$ cat src/rtl/sliced_subtractor64.sv
// Multi-cycle subtractor: diff = a - b - bin, computed SLICE bits per cycle by a
// single adder slice (a + ~b + carry) with the carry registered between slices.
module sliced_subtractor64 #(
    parameter int unsigned WIDTH  = 64,
    parameter int unsigned SLICE  = 16,
    parameter int unsigned NSLICE = WIDTH / SLICE
) (
    input  logic             clk,
    input  logic             rst,
    input  logic             start,
    input  logic [0:WIDTH-1] a,
    input  logic [0:WIDTH-1] b,
    input  logic             bin,
    output logic [0:WIDTH-1] diff,
    output logic             bout,
    output logic             ovf,
    output logic             busy,
    output logic             done
);

    localparam int unsigned KW = (NSLICE > 1) ? $clog2(NSLICE) : 1;

    typedef enum logic [1:0] {
        S_IDLE,
        S_RUN,
        S_FIN
    } state_t;

    state_t               r_state;
    state_t               w_state_nxt;

    logic [WIDTH-1:0]     r_a;
    logic [WIDTH-1:0]     r_b;
    logic [WIDTH-1:0]     r_diff;
    logic                 r_carry;
    logic [KW-1:0]        r_k;
    logic                 r_bout;
    logic                 r_ovf;
    logic                 r_busy;
    logic                 r_done;

    logic [WIDTH-1:0]     w_a;
    logic [WIDTH-1:0]     w_b;
    logic [SLICE-1:0]     w_a_sl;
    logic [SLICE-1:0]     w_b_sl;
    logic [SLICE:0]       w_sum;
    logic                 w_last;
    logic                 w_busy_nxt;
    logic                 w_done_nxt;

    // Ports use ascending ranges with index 0 as LSB; internally everything is
    // held in descending order so arithmetic and part-selects read naturally.
    always_comb begin
        w_a = '0;
        w_b = '0;
        for (int unsigned i = 0; i < WIDTH; i++) begin
            w_a[i] = a[i];
            w_b[i] = b[i];
        end
    end

    always_comb begin
        diff = '0;
        for (int unsigned i = 0; i < WIDTH; i++) begin
            diff[i] = r_diff[i];
        end
    end

    assign bout = r_bout;
    assign ovf  = r_ovf;
    assign busy = r_busy;
    assign done = r_done;

    // Slice operand select
    always_comb begin
        w_a_sl = '0;
        w_b_sl = '0;
        for (int unsigned s = 0; s < NSLICE; s++) begin
            if (r_k == KW'(s)) begin
                w_a_sl = r_a[s*SLICE +: SLICE];
                w_b_sl = r_b[s*SLICE +: SLICE];
            end
        end
    end

    assign w_sum  = {1'b0, w_a_sl} + {1'b0, ~w_b_sl} + {{SLICE{1'b0}}, r_carry};
    assign w_last = (r_k == KW'(NSLICE - 1));

    always_ff @(posedge clk) begin
        if (rst) begin
            r_state <= S_IDLE;
        end else begin
            r_state <= w_state_nxt;
        end
    end

    always_comb begin
        w_state_nxt = r_state;
        unique case (r_state)
            S_IDLE:  if (start) w_state_nxt = S_RUN;
            S_RUN:   if (w_last) w_state_nxt = S_FIN;
            S_FIN:   w_state_nxt = S_IDLE;
            default: w_state_nxt = S_IDLE;
        endcase
    end

    // busy/done are registered, so their next values are decoded here and
    // land one edge later; done therefore appears in the IDLE cycle after FIN.
    always_comb begin
        w_busy_nxt = 1'b0;
        w_done_nxt = 1'b0;
        unique case (r_state)
            S_IDLE:  w_busy_nxt = start;
            S_RUN:   w_busy_nxt = 1'b1;
            S_FIN:   w_done_nxt = 1'b1;
            default: ;
        endcase
    end

    always_ff @(posedge clk) begin
        if (rst) begin
            r_a     <= '0;
            r_b     <= '0;
            r_diff  <= '0;
            r_carry <= 1'b0;
            r_k     <= '0;
            r_bout  <= 1'b0;
            r_ovf   <= 1'b0;
            r_busy  <= 1'b0;
            r_done  <= 1'b0;
        end else begin
            r_busy <= w_busy_nxt;
            r_done <= w_done_nxt;
            unique case (r_state)
                S_IDLE: begin
                    if (start) begin
                        r_a     <= w_a;
                        r_b     <= w_b;
                        r_carry <= ~bin;
                        r_k     <= '0;
                    end
                end
                S_RUN: begin
                    for (int unsigned s = 0; s < NSLICE; s++) begin
                        if (r_k == KW'(s)) begin
                            r_diff[s*SLICE +: SLICE] <= w_sum[SLICE-1:0];
                        end
                    end
                    r_carry <= w_sum[SLICE];
                    if (!w_last) begin
                        r_k <= r_k + KW'(1);
                    end
                end
                S_FIN: begin
                    r_bout <= ~r_carry;
                    r_ovf  <= (r_a[WIDTH-1] != r_b[WIDTH-1]) &&
                              (r_diff[WIDTH-1] != r_a[WIDTH-1]);
                end
                default: ;
            endcase
        end
    end

endmodule

$ cat config.mk
export PLATFORM = sky130hd
export DESIGN_NAME = sliced_subtractor64
export DESIGN_NICKNAME = d
export VERILOG_FILES = /design/src/rtl/sliced_subtractor64.sv
export SDC_FILE = /design/constraint.sdc
export NUM_CORES = 1
export LEC_CHECK = 0
export ABC_AREA = 1
export CAP_MARGIN = 20
export CORE_MARGIN = 4
export CORE_UTILIZATION = 45
export CTS_BUF_LIST = sky130_fd_sc_hd__clkbuf_8 sky130_fd_sc_hd__clkbuf_16
export DETAILED_ROUTE_END_ITERATION = 7
export PLACE_DENSITY = 0.72
export SLEW_MARGIN = 30
export SYNTH_ARGS = -nofsm -noshare
export SYNTH_HDL_FRONTEND = slang
export SYNTH_SLANG_ARGS = --single-unit
$ cat constraint.sdc
create_clock -name clk -period 4.9 [get_ports clk]
set_clock_uncertainty 0.15 [all_clocks]
set_input_delay 0.98 -clock clk [delete_from_list [all_inputs] [get_ports clk]]
set_output_delay 0.98 -clock clk [all_outputs]
set_load 0.1 [all_outputs]
# [After elaboration in Yosys (flattened, before gate mapping)]
# Index checks and enable logic that the tools add are counted.
[word_totals] register_bits=201 inputBits=132 wordCells=59
[classes] addsub=3 eq_ne=10 muxes=18 bitwise=3 n_reduce_logical=12
[ops] operator="$mux 16" count=8
[ops] operator="$add 16x16->17" count=1
[ops] operator="$add 17x1->17" count=1
[ops] operator="$not 16->16" count=1
[ops] operator="$reduce_and 2->1" count=7
[ops] operator="$mux 2" count=4
[ops] operator="$pmux 2 s2" count=2
[ops] operator="$eq 2x2->1 const B" count=3
[ops] operator="$ne 2x2->1 const B" count=3
[ops] operator="$eq 2x1->1 const B" count=2
[ops] operator="$logic_not 2->1" count=2
[ops] operator="$pmux 1 s2" count=2
[ops] operator="$reduce_and 3->1" count=1
[ops] operator="$add 2x1->2 const B" count=1
[ops] operator="$mux 1" count=2
[ops] operator="$ne 1x1->1" count=2
[ops] operator="$not 1->1" count=2
[ops] operator="$reduce_bool 2->1" count=1
[ops] operator="$logic_and 1x1->1" count=1

# [Depth between registers and ports, before layout]
[depth] depth_word=9 ltp_mapped=23

# [Least setup slack after synthesis]
# Ideal clock, no wire load.
[synth_timing] path_type="register to register" start="register r_k[0]" end="register r_diff[8]" setup_time_ps=56 t_arrival_ps=2908 required_time_ps=4694 setup_slack_ps=1785 path_stages_with_launch=19 path_buffers=2 synth_period_minus_slack_ps=3115 cell_sequence="dfxtp_1 -> inv_1 -> ha_1 -> buf_2 -> inv_1 -> clkbuf_1 -> o21ai_0 -> a21oi_1 -> a21oi_1 -> fa_1 -> fa_1 -> inv_1 -> nand3_1 -> nand3_1 -> nand2_1 -> nand2_1 -> xor2_2 -> o21bai_1 -> inv_1"
[synth_via] elab_chain_cells=8
[synth_lines] element="from (decl)" line="36" text="logic [KW-1:0] r_k;"
[synth_lines] element="from (signal assigned)" line="151" text="r_k <= r_k + KW'(1);"
[synth_lines] element="$logic_not 2->1" line="79, 145"
[synth_lines] element="$mux 16 (4 in series)" line="79" text="if (r_k == KW'(s)) begin"
[synth_lines] element="$not 16->16" line="86" text="assign w_sum = {1'b0, w_a_sl} + {1'b0, ~w_b_sl} + {{SLICE{1'b0}}, r_carry};"
[synth_lines] element="$add 16x16->17" line="86"
[synth_lines] element="$add 17x1->17" line="86"
[synth_lines] element="to (signal, indexed assignment)" line="146" text="r_diff[s*SLICE +: SLICE] <= w_sum[SLICE-1:0];"
[synth_lines] element="to (decl)" line="34" text="logic [WIDTH-1:0] r_diff;"
# Several ways; a longest one is shown, not always the timed one.
# A chain may end at the register's enable or synchronous reset.

# [Final worst setup path]
[layout_timing] start="register r_k[1]" end="register r_diff[44]"
[layout_via] elab_chain_cells=8
[layout_lines] element="$logic_not 2->1" line="79"
[layout_lines] element="$mux 16 (4 in series)" line="79"
[layout_lines] element="$not 16->16" line="86"
[layout_lines] element="$add 16x16->17" line="86"
[layout_lines] element="$add 17x1->17" line="86"
# Several ways; a longest one is shown, not always the timed one.

==> impl_metrics.py <==
metrics = {
    "status": {
        "status": "completed",
    },
    "cells_and_area": {
        "design_area_um2": 11900,
        "final_cell_mix": "276 x nor2_1, 201 x dfxtp_1, 199 x o21ai_0, 199 x clkdlybuf4s50_1, 124 x nand2_1",
        "mostFrequentLayoutCell": "nor2_1",
        "syn2layout_area_growth_pct": 30.0,
        "drive_above_1_share_pct": 4.43,
        "nets": 1563,
        "n_antenna_cell": 0,
        "final_util_pct": 60.2,
        "fin_cells": 1688,
    },
    "drt": {
        "wirelength_mm": 25.3,
        "wl_per_cell_um": 15.0,
        "via_count": 8599,
        "ant_nets": 0,
        "drc": 0,
        "dr.first_iter.drc_count": 533,
        "drt_first_pass_iters": 5,
        "vias_per_cell": 5.09,
    },
    "clock_tree": {
        "cts.sinks": 201,
        "root_buffer": "clkbuf_16",
        "numCtsBuffers": 21,
        "cts_setup_buffers": 0,
        "tritoncts": "built",
        "worstSkewPairLatency_ns": 0.49,
        "cts_buffer_depth": 3,
        "hold_buffers": 0,
        "postCtsResizedCells": 0,
        "clk_pin_slew_worst_paths_ns": 0.06,
        "htree_levels": 1,
    },
    "pwr": {
        "pwr-share-comb_pct": 27.2,
        "p_sw_share_pct": 32.9,
        "pwr-share-clk_pct": 33.9,
        "p_switching_mw": 1.54,
        "p_int_mw": 3.14,
        "power.ir.vdd_worst_v": 0.000209,
        "power.leakage_nw": 5.22,
        "p_seq_share_pct": 38.9,
        "cellPowerDensity_nw_per_um2": 395,
    },
    "logic_synthesis": {
        "synth.avg_cell_area_um2": 7.27,
        "synth_top_cells_by_area": "dfxtp_1 44%, nor2_1 11%, o21ai_0 11%",
        "synth-seq-cells": 201,
        "ys_seq_area_share_pct": 44.1,
        "synth_top_cell_by_area": "dfxtp_1",
        "syn_inst": 1256,
        "synth_cell_type_count": 33,
        "yosysWarnings": 0,
        "synth_top_area_share_pct": 44.1,
        "syn_nets": 1409,
        "syn_area_um2": 9130,
    },
    "floorplan": {
        "core_um2": 19700,
        "die_x_um": 150,
        "start_util_pct": 46.3,
        "fp.dieArea_um2": 22600,
        "die_y_um": 150,
        "num_rows": 51,
        "ios": 200,
    },
    "global_route": {
        "grt_max_degree": 134,
        "grt-ovfl-total": 0,
        "grt_pass1_wl_mm": 40.9,
        "antenna_found_initial": 0,
        "grt_pass1_vias": 8226,
        "grt_use_total_pct": 22.2,
    },
    "sta": {
        "setup_tns_ns": 0,
        "max_freq_ghz": 0.267,
        "rsz0062_at_grt": "false",
        "setup_viol": 0,
        "final_hold_viol_count": 0,
        "tightest_slew_ns": 1.02,
        "finalCritPeriodShare_pct": 76.5,
        "fin_crit_ns": 3.75,
        "slew_violations": 0,
        "relSlewSlack_pct": 31.7,
        "finalWorstSetupSlack_ns": 1.15,
    },
    "critical_path": {
        "worst_ep_arrival_time_ns": 3.98,
        "cp_slowest_cell": "inv_2",
        "critPathKind": "reg2reg",
        "endpoint_kind": "register",
        "cp.required_ns": 5.14,
        "crit_fanout": 32,
        "path_delay_family": "adder cells",
        "start_kind": "register",
        "cp.buffers_inverters": 5,
        "path_cells": "inv_1 -> ha_1 -> inv_1 -> nand2_1 -> inv_2 -> a22oi_1 -> a21oi_1 -> a21oi_1 -> fa_1 -> fa_1 -> inv_1 -> nand3_1 -> nand3_1 -> nand3_1 -> nand4_1 -> nand3_1 -> nand2_1 -> inv_1",
        "cpPeakStageDelay_ns": 0.48,
    },
    "placement": {
        "place_inst": 1652,
        "placed_cell_area_um2": 11200,
        "gp_congestion": 0.921,
        "hpwl_mm": 18.5,
        "io_buffers": 199,
        "pre_cts_ws_ns": 1.21,
    },
    "job": {
        "maxCapViolations": 0,
    },
    "worst_hold_path": {
        "min_path_type": "reg2reg",
    },
}
-- power by group through the flow --
stage / combinational, mW / clock, mW / sequential (mW)
after floorplan: 0.708 / 0 / 2.03
after global placement: 1.25 / 0 / 1.85
after detailed placement: 1.27 / 0 / 1.86
after CTS: 1.27 / 1.62 / 1.82
after global routing: 1.42 / 1.69 / 1.83
final: 1.28 / 1.59 / 1.82
-- state kept, by name, indices dropped and copies added, names as in the netlist --
| signal | cells |
|---|---|
| r_a | 64 |
| r_b | 64 |
| done | 1 |
| r_state | 2 |
| ovf | 1 |
| r_k | 2 |
| r_carry | 1 |
| r_diff | 64 |
| busy | 1 |
| bout | 1 |
-- synth_stat cells (all sizes together) --
master,n
o21bai,16
a21oi,64
clkbuf,49
ha,19
buf,30
nor3,5
xnor2,2
fa,2
xor2,4
dfxtp,201
nand4,2
o21a,35
nand2,126
a21o,4
a22oi,26
inv,122
o211ai,7
a22o,5
nor2,280
nand3,51
o21ai,206
-- per-stage QoR --
step,hold slack (ns),total power [mW]
final,0.328,4.68
after global routing,0.350,4.94
after CTS,0.330,4.71
after detailed placement,0.317,3.12
after global placement,0.306,3.10
after floorplan,0.278,2.74
-- metal layers --
| layer | global-route usage, % | up-vias | part of all wire, % |
|---|---|---|---|
| li1 | - | 4400 | - |
| met1 | 30.3 | 3886 | 45 |
| met2 | 36.3 | 261 | 46 |
| met3 | 3.52 | 52 | 6.3 |
| met4 | 6.91 | 0 | 2.7 |
| met5 | 0 | - | 0 |
-- worst register-to-register path, stage by stage, from the launching register on --
cell     delay, ns
dfxtp_1       0.38
inv_1         0.09
ha_1          0.20
inv_1         0.12
nand2_1       0.08
inv_2         0.48
a22oi_1       0.19
a21oi_1       0.17
a21oi_1       0.07
fa_1          0.45
fa_1          0.42
inv_1         0.10
nand3_1       0.07
nand3_1       0.15
nand3_1       0.12
nand4_1       0.17
nand3_1       0.11
nand2_1       0.09
inv_1         0.03
-- path summary, 6_finish.rpt --
| check | start | depth (start not counted) | slack, ns | end |
|---|---|---|---|---|
| hold reg to reg | r_b[58]$_SDFFE_PP0P_ | 2 | 0.33 | r_b[58]$_SDFFE_PP0P_ |
| hold / removal | r_b[58]$_SDFFE_PP0P_ | 2 | 0.33 | r_b[58]$_SDFFE_PP0P_ |
| setup reg to reg | r_k[1]$_SDFFE_PP0P_ | 18 | 1.15 | r_diff[44]$_SDFFE_PP0P_ |
| setup / recovery | r_k[1]$_SDFFE_PP0P_ | 18 | 1.15 | r_diff[44]$_SDFFE_PP0P_ |
-- kinds of logic (layout without fill, tap and decap cells) --
logic type / count (synthesis) / count (layout) / synth area share [%]
AND/OR/NAND/NOR: 464 / 464 / 20.4
flip-flops: 201 / 201 / 44.1
buffers and inverters: 201 / 368 / 9.29
XOR/XNOR: 6 / 6 / 0.740
adder cells (fa/ha/maj): 21 / 21 / 3.04
AO/OA/AOI/OAI: 363 / 363 / 22.5
-- area by class of cell --
type                    count  area, um2
inverters                 122        463
clock inverters             6       52.6
multi-input cells         854       4270
flip-flops and latches    201       4020
fillers                  1809       7850
clock buffers              30        649
well taps                 265        332
repair buffers            210       2080
Note: power is estimated with default switching activity, not from simulation.
